**src/rtl/riscv_pkg.sv**
```systemverilog
// Shared definitions for the instruction-fetch slice: FSM encoding and
// the fixed instruction encodings the fetch stage recognises.
package riscv_pkg;

  typedef enum logic [1:0] {
    BOOT = 2'd0,
    RUN  = 2'd1,
    HALT = 2'd2
  } fetch_state_t;

  localparam logic [31:0] NOP_INSTR    = 32'h0000_0013;
  localparam logic [31:0] EBREAK_INSTR = 32'h0010_0073;
  localparam int unsigned INSTR_BYTES  = 32'd4;

endpackage : riscv_pkg

```
**src/rtl/fetch_unit_if.sv**
```systemverilog
// Bus bundle around the fetch stage: ROM port, execute redirect and the
// IF/ID handshake toward decode. master = fetch side, slave = environment.
interface fetch_unit_if #(
  parameter int unsigned ADDRESS_WIDTH = 5,
  parameter int unsigned DATA_WIDTH    = 32,
  parameter int unsigned PC_WIDTH      = 32
);

  logic [ADDRESS_WIDTH-1:0] rom_addr;
  logic [DATA_WIDTH-1:0]    rom_instr;
  logic                     redirect_valid;
  logic [PC_WIDTH-1:0]      redirect_target;
  logic                     id_valid;
  logic                     id_ready;
  logic [DATA_WIDTH-1:0]    id_instr;
  logic [PC_WIDTH-1:0]      id_pc;
  logic [PC_WIDTH-1:0]      id_pc_plus4;
  logic                     halted;

  modport master (
    output rom_addr,
    input  rom_instr,
    input  redirect_valid,
    input  redirect_target,
    output id_valid,
    input  id_ready,
    output id_instr,
    output id_pc,
    output id_pc_plus4,
    output halted
  );

  modport slave (
    input  rom_addr,
    output rom_instr,
    output redirect_valid,
    output redirect_target,
    input  id_valid,
    output id_ready,
    input  id_instr,
    input  id_pc,
    input  id_pc_plus4,
    input  halted
  );

endinterface : fetch_unit_if

```
**src/rtl/if_id_reg.sv**
```systemverilog
// IF/ID pipeline register with valid/ready toward decode. Flush beats load,
// and a consumed entry drops valid unless a new one is loaded that cycle.
module if_id_reg
  import riscv_pkg::*;
#(
  parameter int unsigned DATA_WIDTH = 32,
  parameter int unsigned PC_WIDTH   = 32
) (
  input  logic                  clk,
  input  logic                  rst_n,
  input  logic                  load_i,
  input  logic                  flush_i,
  input  logic                  ready_i,
  input  logic [DATA_WIDTH-1:0] instr_i,
  input  logic [PC_WIDTH-1:0]   pc_i,
  input  logic [PC_WIDTH-1:0]   pc_plus4_i,
  output logic                  valid_o,
  output logic [DATA_WIDTH-1:0] instr_o,
  output logic [PC_WIDTH-1:0]   pc_o,
  output logic [PC_WIDTH-1:0]   pc_plus4_o
);

  logic                  valid_q, valid_d;
  logic [DATA_WIDTH-1:0] instr_q, instr_d;
  logic [PC_WIDTH-1:0]   pc_q, pc_d;
  logic [PC_WIDTH-1:0]   pc_plus4_q, pc_plus4_d;

  // Next contents of the IF/ID register.
  always_comb begin
    valid_d    = valid_q;
    instr_d    = instr_q;
    pc_d       = pc_q;
    pc_plus4_d = pc_plus4_q;
    if (flush_i) begin
      valid_d = 1'b0;
    end else if (load_i) begin
      valid_d    = 1'b1;
      instr_d    = instr_i;
      pc_d       = pc_i;
      pc_plus4_d = pc_plus4_i;
    end else if (valid_q && ready_i) begin
      valid_d = 1'b0;
    end else begin
      valid_d = valid_q;
    end
  end

  // IF/ID storage.
  always_ff @(posedge clk or negedge rst_n) begin
    if (!rst_n) begin
      valid_q    <= 1'b0;
      instr_q    <= DATA_WIDTH'(NOP_INSTR);
      pc_q       <= '0;
      pc_plus4_q <= '0;
    end else begin
      valid_q    <= valid_d;
      instr_q    <= instr_d;
      pc_q       <= pc_d;
      pc_plus4_q <= pc_plus4_d;
    end
  end

  assign valid_o    = valid_q;
  assign instr_o    = instr_q;
  assign pc_o       = pc_q;
  assign pc_plus4_o = pc_plus4_q;

endmodule : if_id_reg

```
**src/rtl/fetch_unit.sv**
```systemverilog
// Instruction-fetch stage: PC, BOOT/RUN/HALT control, redirect handling and
// the IF/ID register feeding decode. ROM is read asynchronously by word.
module fetch_unit
  import riscv_pkg::*;
#(
  parameter int unsigned         ADDRESS_WIDTH = 5,
  parameter int unsigned         DATA_WIDTH    = 32,
  parameter int unsigned         PC_WIDTH      = 32,
  parameter logic [PC_WIDTH-1:0] RESET_PC      = PC_WIDTH'(32'h0000_0000)
) (
  input logic          clk,
  input logic          rst_n,
  fetch_unit_if.master bus
);

  // Clears the byte-offset bits so the PC always stays word aligned.
  localparam logic [PC_WIDTH-1:0] ALIGN_MASK = ~PC_WIDTH'(INSTR_BYTES - 32'd1);

  fetch_state_t        state_q, state_d;
  logic [PC_WIDTH-1:0] pc_q, pc_d;
  logic                halted_q, halted_d;
  logic [PC_WIDTH-1:0] pc_plus4_s;
  logic [PC_WIDTH-1:0] redirect_pc_s;
  logic                id_valid_s;
  logic                adv_s;
  logic                is_ebreak_s;
  logic                load_s;
  logic                flush_s;

  assign pc_plus4_s    = pc_q + PC_WIDTH'(INSTR_BYTES);
  assign redirect_pc_s = bus.redirect_target & ALIGN_MASK;
  assign adv_s         = !id_valid_s || bus.id_ready;
  assign is_ebreak_s   = (bus.rom_instr == DATA_WIDTH'(EBREAK_INSTR));
  assign bus.rom_addr  = pc_q[ADDRESS_WIDTH+1:2];

  // State, PC and halt flag registers.
  always_ff @(posedge clk or negedge rst_n) begin
    if (!rst_n) begin
      state_q  <= BOOT;
      pc_q     <= RESET_PC & ALIGN_MASK;
      halted_q <= 1'b0;
    end else begin
      state_q  <= state_d;
      pc_q     <= pc_d;
      halted_q <= halted_d;
    end
  end

  // Next-state logic; a redirect cancels an EBREAK fetched in the same cycle.
  always_comb begin
    state_d = state_q;
    case (state_q)
      BOOT: state_d = RUN;
      RUN: begin
        if (!bus.redirect_valid && adv_s && is_ebreak_s) begin
          state_d = HALT;
        end else begin
          state_d = RUN;
        end
      end
      HALT:    state_d = HALT;
      default: state_d = BOOT;
    endcase
  end

  // PC update and IF/ID load/flush controls per state.
  always_comb begin
    pc_d     = pc_q;
    halted_d = halted_q;
    load_s   = 1'b0;
    flush_s  = 1'b0;
    case (state_q)
      BOOT: begin
        if (bus.redirect_valid) begin
          pc_d    = redirect_pc_s;
          flush_s = 1'b1;
        end else begin
          pc_d = pc_q;
        end
      end
      RUN: begin
        if (bus.redirect_valid) begin
          pc_d    = redirect_pc_s;
          flush_s = 1'b1;
        end else if (adv_s) begin
          pc_d     = pc_plus4_s;
          load_s   = 1'b1;
          halted_d = halted_q | is_ebreak_s;
        end else begin
          pc_d = pc_q;
        end
      end
      HALT: begin
        pc_d     = pc_q;
        halted_d = 1'b1;
      end
      default: begin
        pc_d     = pc_q;
        halted_d = halted_q;
      end
    endcase
  end

  if_id_reg #(
    .DATA_WIDTH (DATA_WIDTH),
    .PC_WIDTH   (PC_WIDTH)
  ) u_if_id (
    .clk        (clk),
    .rst_n      (rst_n),
    .load_i     (load_s),
    .flush_i    (flush_s),
    .ready_i    (bus.id_ready),
    .instr_i    (bus.rom_instr),
    .pc_i       (pc_q),
    .pc_plus4_i (pc_plus4_s),
    .valid_o    (id_valid_s),
    .instr_o    (bus.id_instr),
    .pc_o       (bus.id_pc),
    .pc_plus4_o (bus.id_pc_plus4)
  );

  assign bus.id_valid = id_valid_s;
  assign bus.halted   = halted_q;

endmodule : fetch_unit

```
**src/flat_wrapper.sv**
```systemverilog
// flat-port wrapper written by rule: the top's interface ports become plain ports
module fetch_unit_flat import riscv_pkg::*;
#(
  parameter int unsigned         ADDRESS_WIDTH = 5,
  parameter int unsigned         DATA_WIDTH    = 32,
  parameter int unsigned         PC_WIDTH      = 32,
  parameter logic [PC_WIDTH-1:0] RESET_PC      = PC_WIDTH'(32'h0000_0000)
)
  (clk, rst_n, bus_rom_addr, bus_rom_instr, bus_redirect_valid, bus_redirect_target, bus_id_valid, bus_id_ready, bus_id_instr, bus_id_pc, bus_id_pc_plus4, bus_halted);
  fetch_unit_if #(.ADDRESS_WIDTH(ADDRESS_WIDTH), .DATA_WIDTH(DATA_WIDTH), .PC_WIDTH(PC_WIDTH)) bus_i ();
  input logic clk;
  input logic rst_n;
  output wire logic [$bits(bus_i.rom_addr)-1:0] bus_rom_addr;
  input wire logic [$bits(bus_i.rom_instr)-1:0] bus_rom_instr;
  input wire logic [$bits(bus_i.redirect_valid)-1:0] bus_redirect_valid;
  input wire logic [$bits(bus_i.redirect_target)-1:0] bus_redirect_target;
  output wire logic [$bits(bus_i.id_valid)-1:0] bus_id_valid;
  input wire logic [$bits(bus_i.id_ready)-1:0] bus_id_ready;
  output wire logic [$bits(bus_i.id_instr)-1:0] bus_id_instr;
  output wire logic [$bits(bus_i.id_pc)-1:0] bus_id_pc;
  output wire logic [$bits(bus_i.id_pc_plus4)-1:0] bus_id_pc_plus4;
  output wire logic [$bits(bus_i.halted)-1:0] bus_halted;
  assign bus_rom_addr = bus_i.rom_addr;
  assign bus_i.rom_instr = bus_rom_instr;
  assign bus_i.redirect_valid = bus_redirect_valid;
  assign bus_i.redirect_target = bus_redirect_target;
  assign bus_id_valid = bus_i.id_valid;
  assign bus_i.id_ready = bus_id_ready;
  assign bus_id_instr = bus_i.id_instr;
  assign bus_id_pc = bus_i.id_pc;
  assign bus_id_pc_plus4 = bus_i.id_pc_plus4;
  assign bus_halted = bus_i.halted;
  fetch_unit #(.ADDRESS_WIDTH(ADDRESS_WIDTH), .DATA_WIDTH(DATA_WIDTH), .PC_WIDTH(PC_WIDTH), .RESET_PC(RESET_PC)) u_core (.clk(clk), .rst_n(rst_n), .bus(bus_i));
endmodule
```
**config.mk**
```make
export PLATFORM = sky130hd
export DESIGN_NAME = fetch_unit_flat
export DESIGN_NICKNAME = d
export VERILOG_FILES = /design/src/rtl/riscv_pkg.sv /design/src/rtl/fetch_unit_if.sv /design/src/rtl/if_id_reg.sv /design/src/rtl/fetch_unit.sv /design/src/flat_wrapper.sv
export SDC_FILE = /design/constraint.sdc
export NUM_CORES = 1
export LEC_CHECK = 0
export BUFFER_PORTS_ARGS = -buffer_cell sky130_fd_sc_hd__buf_2
export CORE_UTILIZATION = 35
export CTS_CLUSTER_DIAMETER = 150
export DETAILED_ROUTE_END_ITERATION = 7
export HOLD_SLACK_MARGIN = 0.08
export PLACE_DENSITY_LB_ADDON = 0.05
export SYNTH_ARGS = -nofsm -noshare
export SYNTH_HDL_FRONTEND = slang
export SYNTH_HIERARCHICAL = 1
export SYNTH_SLANG_ARGS = --single-unit
```
**constraint.sdc**
```tcl
create_clock -name clk -period 3.92 [get_ports clk]
set_input_delay 0.784 -clock clk [delete_from_list [all_inputs] [get_ports clk]]
set_output_delay 0.784 -clock clk [all_outputs]
set_load 0.05 [all_outputs]
```
==> summary.txt, run 1 <==
measured slew at the worst slew-check pin = 0.925 ns
Hold Crit Class = primary input to asynchronous set/reset pin
Clock Skew = 0.0100 ns
Clk Latency, worst-skew pair = 0.42 ns
Max Slew Vio Count = 0
Final Cell Area = 7900 µm²
Die ar. = 18500 µm²
GP Congestion = 0.801
# rows = 48
Clock Pin Slew Worst Setup and Hold Paths = 0.06 ns
#FFs+latches synth = 130
cells after synthesis = 504
internal power = 0.00307 W
Comb power frac = 31.3%
CP dominant cell by count = buf_4
FF/Latch Area = 3260 µm²
htree depth = 4
crit-path max cell delay = 0.60 ns
root buffer cell = clkbuf_16
die height = 136 µm
Placeable Area = 17400 µm²
crit-path cells = inv_1, nand3_1, buf_4, nor2_1, nor2b_4, buf_4, mux2_2
overflow left after global routing = 0
kind of critical path = flip-flop to flip-flop
Setup Buffers After CTS = 0
Top delay family on crit path = buffers and inverters
hold buffer count at cts = 0
crit path time final = 2.64 ns
footprint of the multi-input gates = 2790 µm²
initial cell density of the core = 36.2%
Crit path arrival time = 2.93 ns
Avg Inst Size Synth = 12.5 µm²
Critical-path top delay cell = buf_4
DRC Markers = 0
placed cell areas = 7290 µm²
vias in the first global route = 4638
CP Capture Type = flip-flop
TritonRoute pass-1 iters = 4
# clock sinks = 130
Mapped Area = 6300 µm²
Fillers = 1716
Final ANT Viol Nets = 0
Post-Route WL = 15.4 mm
Final setup viols = 0
post-synth top area cell = dfrtp_1
final worst-path cycle share = 67.3%
Worst Path Max Fanout = 46
P&R area growth vs syn = 25.4%
sequential fraction of design power = 35.8%
power density cells = 624 nW/µm²
Vias = 4570
NetSw = 0.00186 W
post-DP HPWL = 10.6 mm
ys async rst share = 100%
clock group share of total power = 32.9%
port bufs = 168
Max-Cap Viols = 0
RSZ-0062 raised after global routing = false
Buf/Inv on CP = 3
share of layout cells above drive strength 1 = 47.0%
synth top area cells = dfrtp_1 50%, mux2_2 10%, mux2_4 9.5%
Die X = 136 µm
drt wl/cell = 17.0 µm
Ports = 171
share of the synthesized area in the top cell type = 50.4%
CTS Buf Count = 17
endpoints failing hold = 0
post-synthesis cell type count = 53
Post-synth EDFFs = 0
first-pass GRT wire length = 24.5 mm
Initial DRC Count = 187
largest net degree at the start of global routing = 97
CP required = 4.21 ns
Max Root-Sink Buffers = 2
Max IR drop VDD = 0.316 mV
sequential share of the synthesized area = 51.7%
status = completed
Fmax = 379 MHz
Slew HR = 38.3%
All-Layer GR Usage = 17.4%
Top FF cell, synth = dfrtp_1
Setup TNS Final = 0 ns
CTS tree = yes
startpoint type of the worst setup path = flip-flop
initial antenna violation count = 1
nets = 735
post-cts resize count = 0
leak pwr = 3.56 nW
Switching Fraction = 37.7%
Yosys warnings = 6
Vias/cell = 5.05
-- worst paths after layout --
| kind | startpoint | endpoint | slack (ns) | cells past startpoint |
|---|---|---|---|---|
| worst max-delay path | u_core/state_q[1] | u_core/u_if_id/pc_plus4_o[16] | 1.28 | 7 |
| worst min-delay path | rst_n | u_core/u_if_id/instr_o[11] | 0.45 | 1 |
| worst max register to register | u_core/state_q[1] | u_core/u_if_id/pc_plus4_o[16] | 1.28 | 7 |
| worst min register to register | u_core/bus.halted | u_core/bus.halted | 0.47 | 1 |
| max in group asynchronous | rst_n | u_core/pc_q[17] | 2.73 | 2 |
| min in group clk | u_core/bus.halted | u_core/bus.halted | 0.47 | 1 |
-- cell type report --
cell class	count	area share, %
multi-input combinational	332	35.3
clock buffer	20	5.65
clock inverter	12	2.00
antenna	1	0.0317
inverter	9	0.428
timing repair buffer	176	11.8
sequential	130	41.2
tap	225	3.56
-- sequential cells by signal (all words and copies together) (netlist names) --
name,cells
u_core/bus.halted,1
u_core/pc_q,30
u_core/state_q,2
u_core/u_if_id/instr_o,32
u_core/u_if_id/pc_o,32
u_core/u_if_id/pc_plus4_o,32
u_core/u_if_id/valid_o,1
-- power groups by stage --
stage          clock (W)  combinational (W)  sequential, W
3_5_place_dp           0            0.00155        0.00179
2_1_floorplan          0           0.000475        0.00249
5_1_grt          0.00172            0.00162        0.00181
4_1_cts          0.00166            0.00156        0.00177
6_report         0.00162            0.00154        0.00177
3_3_place_gp           0            0.00154        0.00178
-- worst reg2reg max path, stage by stage, from the launching register on --
cell     delay (ns)
dfrtp_1        0.43
inv_1          0.20
nand3_1        0.10
buf_4          0.21
nor2_1         0.30
nor2b_4        0.24
buf_4          0.60
mux2_2         0.44
-- through the flow --
step / total power, W / hold WS (ns) / cells / setup WS [ns] / utilization, %
5_1_grt: 0.00515 / 0.484 / 905 / 1.10 / 45.4
2_1_floorplan: 0.00296 / 0.474 / 507 / 1.69 / -
4_1_cts: 0.00499 / 0.474 / 904 / 1.24 / 45.3
3_5_place_dp: 0.00334 / 0.461 / 872 / 0.882 / 41.9
3_3_place_gp: 0.00332 / 0.452 / 872 / 0.933 / 41.9
6_report: 0.00493 / 0.445 / 905 / 1.28 / 45.4
-- layout by cell type, fill, tap and decap left out, types with 16 or more instances in the layout --
cell type  synthesis  routed
mux2_2            56      56
o22ai_1           16      16
xnor2_1           24      24
dfrtp_1          127     127
mux2_4            40      40
a2bb2oi_1         16      16
nand2_1           33      33
clkbuf_16          0      17
buf_2             10     167
a21oi_1           24      24
-- synthesized netlist by cell type, types with 3 or more instances --
library cell,count
and4_1,4
a21oi_1,24
inv_1,9
xnor2_1,24
nor4_1,6
nand2_1,33
buf_4,6
a31oi_1,3
nand3_1,12
buf_2,10
and3_1,7
nor3_1,6
o22ai_1,16
mux2_4,40
nand4_1,14
clkbuf_1,12
buf_12,4
mux2_2,56
nor2_1,12
dfrtp_1,127
a2bb2oi_1,16
a22oi_1,3
nand2b_1,4
o21ai_0,12
dfstp_2,3
xor2_1,4
-- cell families after synthesis --
family                   synth area share, %
AO/OA/AOI/OAI                           8.68
XOR/XNOR                                3.89
adder cells (fa/ha/maj)                0.199
buffers and inverters                   4.57
flip-flops                              51.7
multiplexers                            19.9
other                                 0.0595
AND/OR/NAND/NOR                         11.0
-- layer usage --
layer  routed length [µm]  global-route usage, %
met1                 7220                   23.1
met2                 7180                   27.0
met3                  748                   4.14
met4                  234                   7.04
met5                    0                      0
Note: power is estimated with default switching activity, not from simulation.
==> inputs of run 2 (changes only) <==
==> constraint.sdc (replaced) <==
create_clock -name clk -period 2.7 [get_ports clk]
set_input_delay 0.54 -clock clk [delete_from_list [all_inputs] [get_ports clk]]
set_output_delay 0.54 -clock clk [all_outputs]
set_load 0.05 [all_outputs]
==> run 2 against run 1 <==
Effect of this change:
- clock skew down 0.0029 ns
- core utilization up 0.51 points
- critical endpoint is now u_core/u_if_id/pc_plus4_o[20]
- routed wire length up 1.4%
- global-route usage up 0.48 points
- register-to-register slack worse by 0.90 ns
- first-iteration DRC count down 1.6%
- via count up 0.50%
==> summary.txt, run 2 (synthesized netlist as in run 1, its figures left out) <==
first-pass GRT wire length = 25.3 mm
crit-path max cell delay = 0.45 ns
Vias/cell = 5.04
commonest cells after routing, fill and taps aside = 167 x buf_2, 127 x dfrtp_1, 56 x mux2_2
R2R cell count = 7
htree depth = 4
drt wl/cell = 17.1 µm
CTS Buf Count = 17
DRC Markers = 0
Final setup viols = 0
GP Congestion = 0.791
Reg2Reg Setup Slack = 0.38 ns
worst flop-to-flop path startpoint = u_core/pc_q[3]
die height = 136 µm
Max IR drop VDD = 0.468 mV
post-DP HPWL = 10.7 mm
crit path time final = 2.32 ns
largest net degree at the start of global routing = 70
overflow left after global routing = 0
vias in the first global route = 4721
kind of critical path = flip-flop to flip-flop
nets = 742
power density cells = 905 nW/µm²
Max-Cap Viols = 0
crit-path cells = ha_1, nand3_1, nor4_4, nand2_1, nor3_1, xor2_1, mux2_2
Critical-path top delay cell = dfrtp_1
Setup crit end = u_core/u_if_id/pc_plus4_o[20]
footprint of the multi-input gates = 2790 µm²
hold buffer count at cts = 0
Initial DRC Count = 184
status = completed
Die X = 136 µm
CP startpoint = u_core/pc_q[3]
Setup Buffers After CTS = 0
RSZ-0062 raised after global routing = false
# clock sinks = 130
endpoints failing hold = 0
Worst R2R End = u_core/u_if_id/pc_plus4_o[20]
# rows = 48
CP Capture Type = flip-flop
Final ANT Viol Nets = 0
Diodes inserted = 0
Hold Crit Class = primary input to asynchronous set/reset pin
P&R area growth vs syn = 26.8%
Max Slew Vio Count = 0
Crit path arrival time = 2.61 ns
root buffer cell = clkbuf_16
TritonRoute pass-1 iters = 4
Ports = 171
Die ar. = 18500 µm²
CTS tree = yes
Clock Skew = 0.00714 ns
CP required = 2.99 ns
initial cell density of the core = 36.2%
Slew HR = 54.0%
Fmax = 432 MHz
share of layout cells above drive strength 1 = 47.7%
post-cts resize count = 0
Clk Latency, worst-skew pair = 0.41 ns
All-Layer GR Usage = 17.8%
Placeable Area = 17400 µm²
initial antenna violation count = 0
port bufs = 168
Setup TNS Final = 0 ns
startpoint type of the worst setup path = flip-flop
Inst Count DP = 879
Post-Route WL = 15.6 mm
Max Root-Sink Buffers = 2
Fillers = 1677
Clock Pin Slew Worst Setup and Hold Paths = 0.06 ns
final worst-path cycle share = 85.7%
commonest non-fill, non-tap cell in the layout = buf_2
measured slew at the worst slew-check pin = 0.689 ns
Worst Path Max Fanout = 6
leak pwr = 3.61 nW
Vias = 4593
final std cells w/o fill = 911
FF/Latch Area = 3260 µm²
run 2: cell count changes in the layout (fill, tap and decap cells not counted), sizes merged:
cell	delta
bufinv	+1
buf	+7
inv	-1
clkinv	+2
diode	-1
clkbuf	-2
run 2: worst min path at each step:
stage / start / endpoint / depth (start not counted) / slack (ns)
floorplan: rst_n / u_core/bus.halted / 0 / 0.24
global placement: u_core/bus.halted / u_core/bus.halted / 1 / 0.45
detailed placement: u_core/bus.halted / u_core/bus.halted / 1 / 0.45
CTS: rst_n / u_core/u_if_id/instr_o[8] / 1 / 0.15
global route: rst_n / u_core/u_if_id/instr_o[8] / 1 / 0.17
finish: rst_n / u_core/u_if_id/instr_o[9] / 1 / 0.11
run 2: through the flow:
stage	area, µm²	hold WS [ns]	util (%)	power (W)	setup WS, ns
floorplan	6310	0.244	-	0.00430	0.704
global placement	7370	0.452	42.3	0.00484	0.423
detailed placement	7370	0.454	42.3	0.00487	0.387
CTS	7990	0.153	45.9	0.00732	0.362
global route	7990	0.167	45.9	0.00755	0.277
finish	7990	0.115	45.9	0.00723	0.385
run 2: power breakdown:
group | switching, W | internal (W) | leakage (nW) | total (W)
Sequential | 0.000255 | 0.00230 | 1.49 | 0.00256
Clock | 0.000874 | 0.00154 | 0.296 | 0.00241
Combinational | 0.00157 | 0.000686 | 1.83 | 0.00226
run 2: cell type report:
cell class / instances / share of cell area [%]
multi-input cells: 332 / 34.9
repair buffers: 183 / 12.6
well taps: 225 / 3.52
inverters: 9 / 0.423
flip-flops and latches: 130 / 40.8
clock inverters: 14 / 2.36
clock buffers: 18 / 5.37
run 2: worst max-delay path, delay by kind of cell (launching register included):
family        cells  cell delay, ns
flops             1            0.45
simple gates      4            1.07
fa+ha+maj         1            0.29
xor+xnor          1            0.11
mux               1            0.27
run 2: per-layer routing:
metal  up-vias  routed length, µm  track usage, %
met3        15                809            4.21
met2       109               7410            28.3
met4         0                238            7.04
met5         -                  0               0
met1      2298               7150            23.3
li1       2171                  -               -
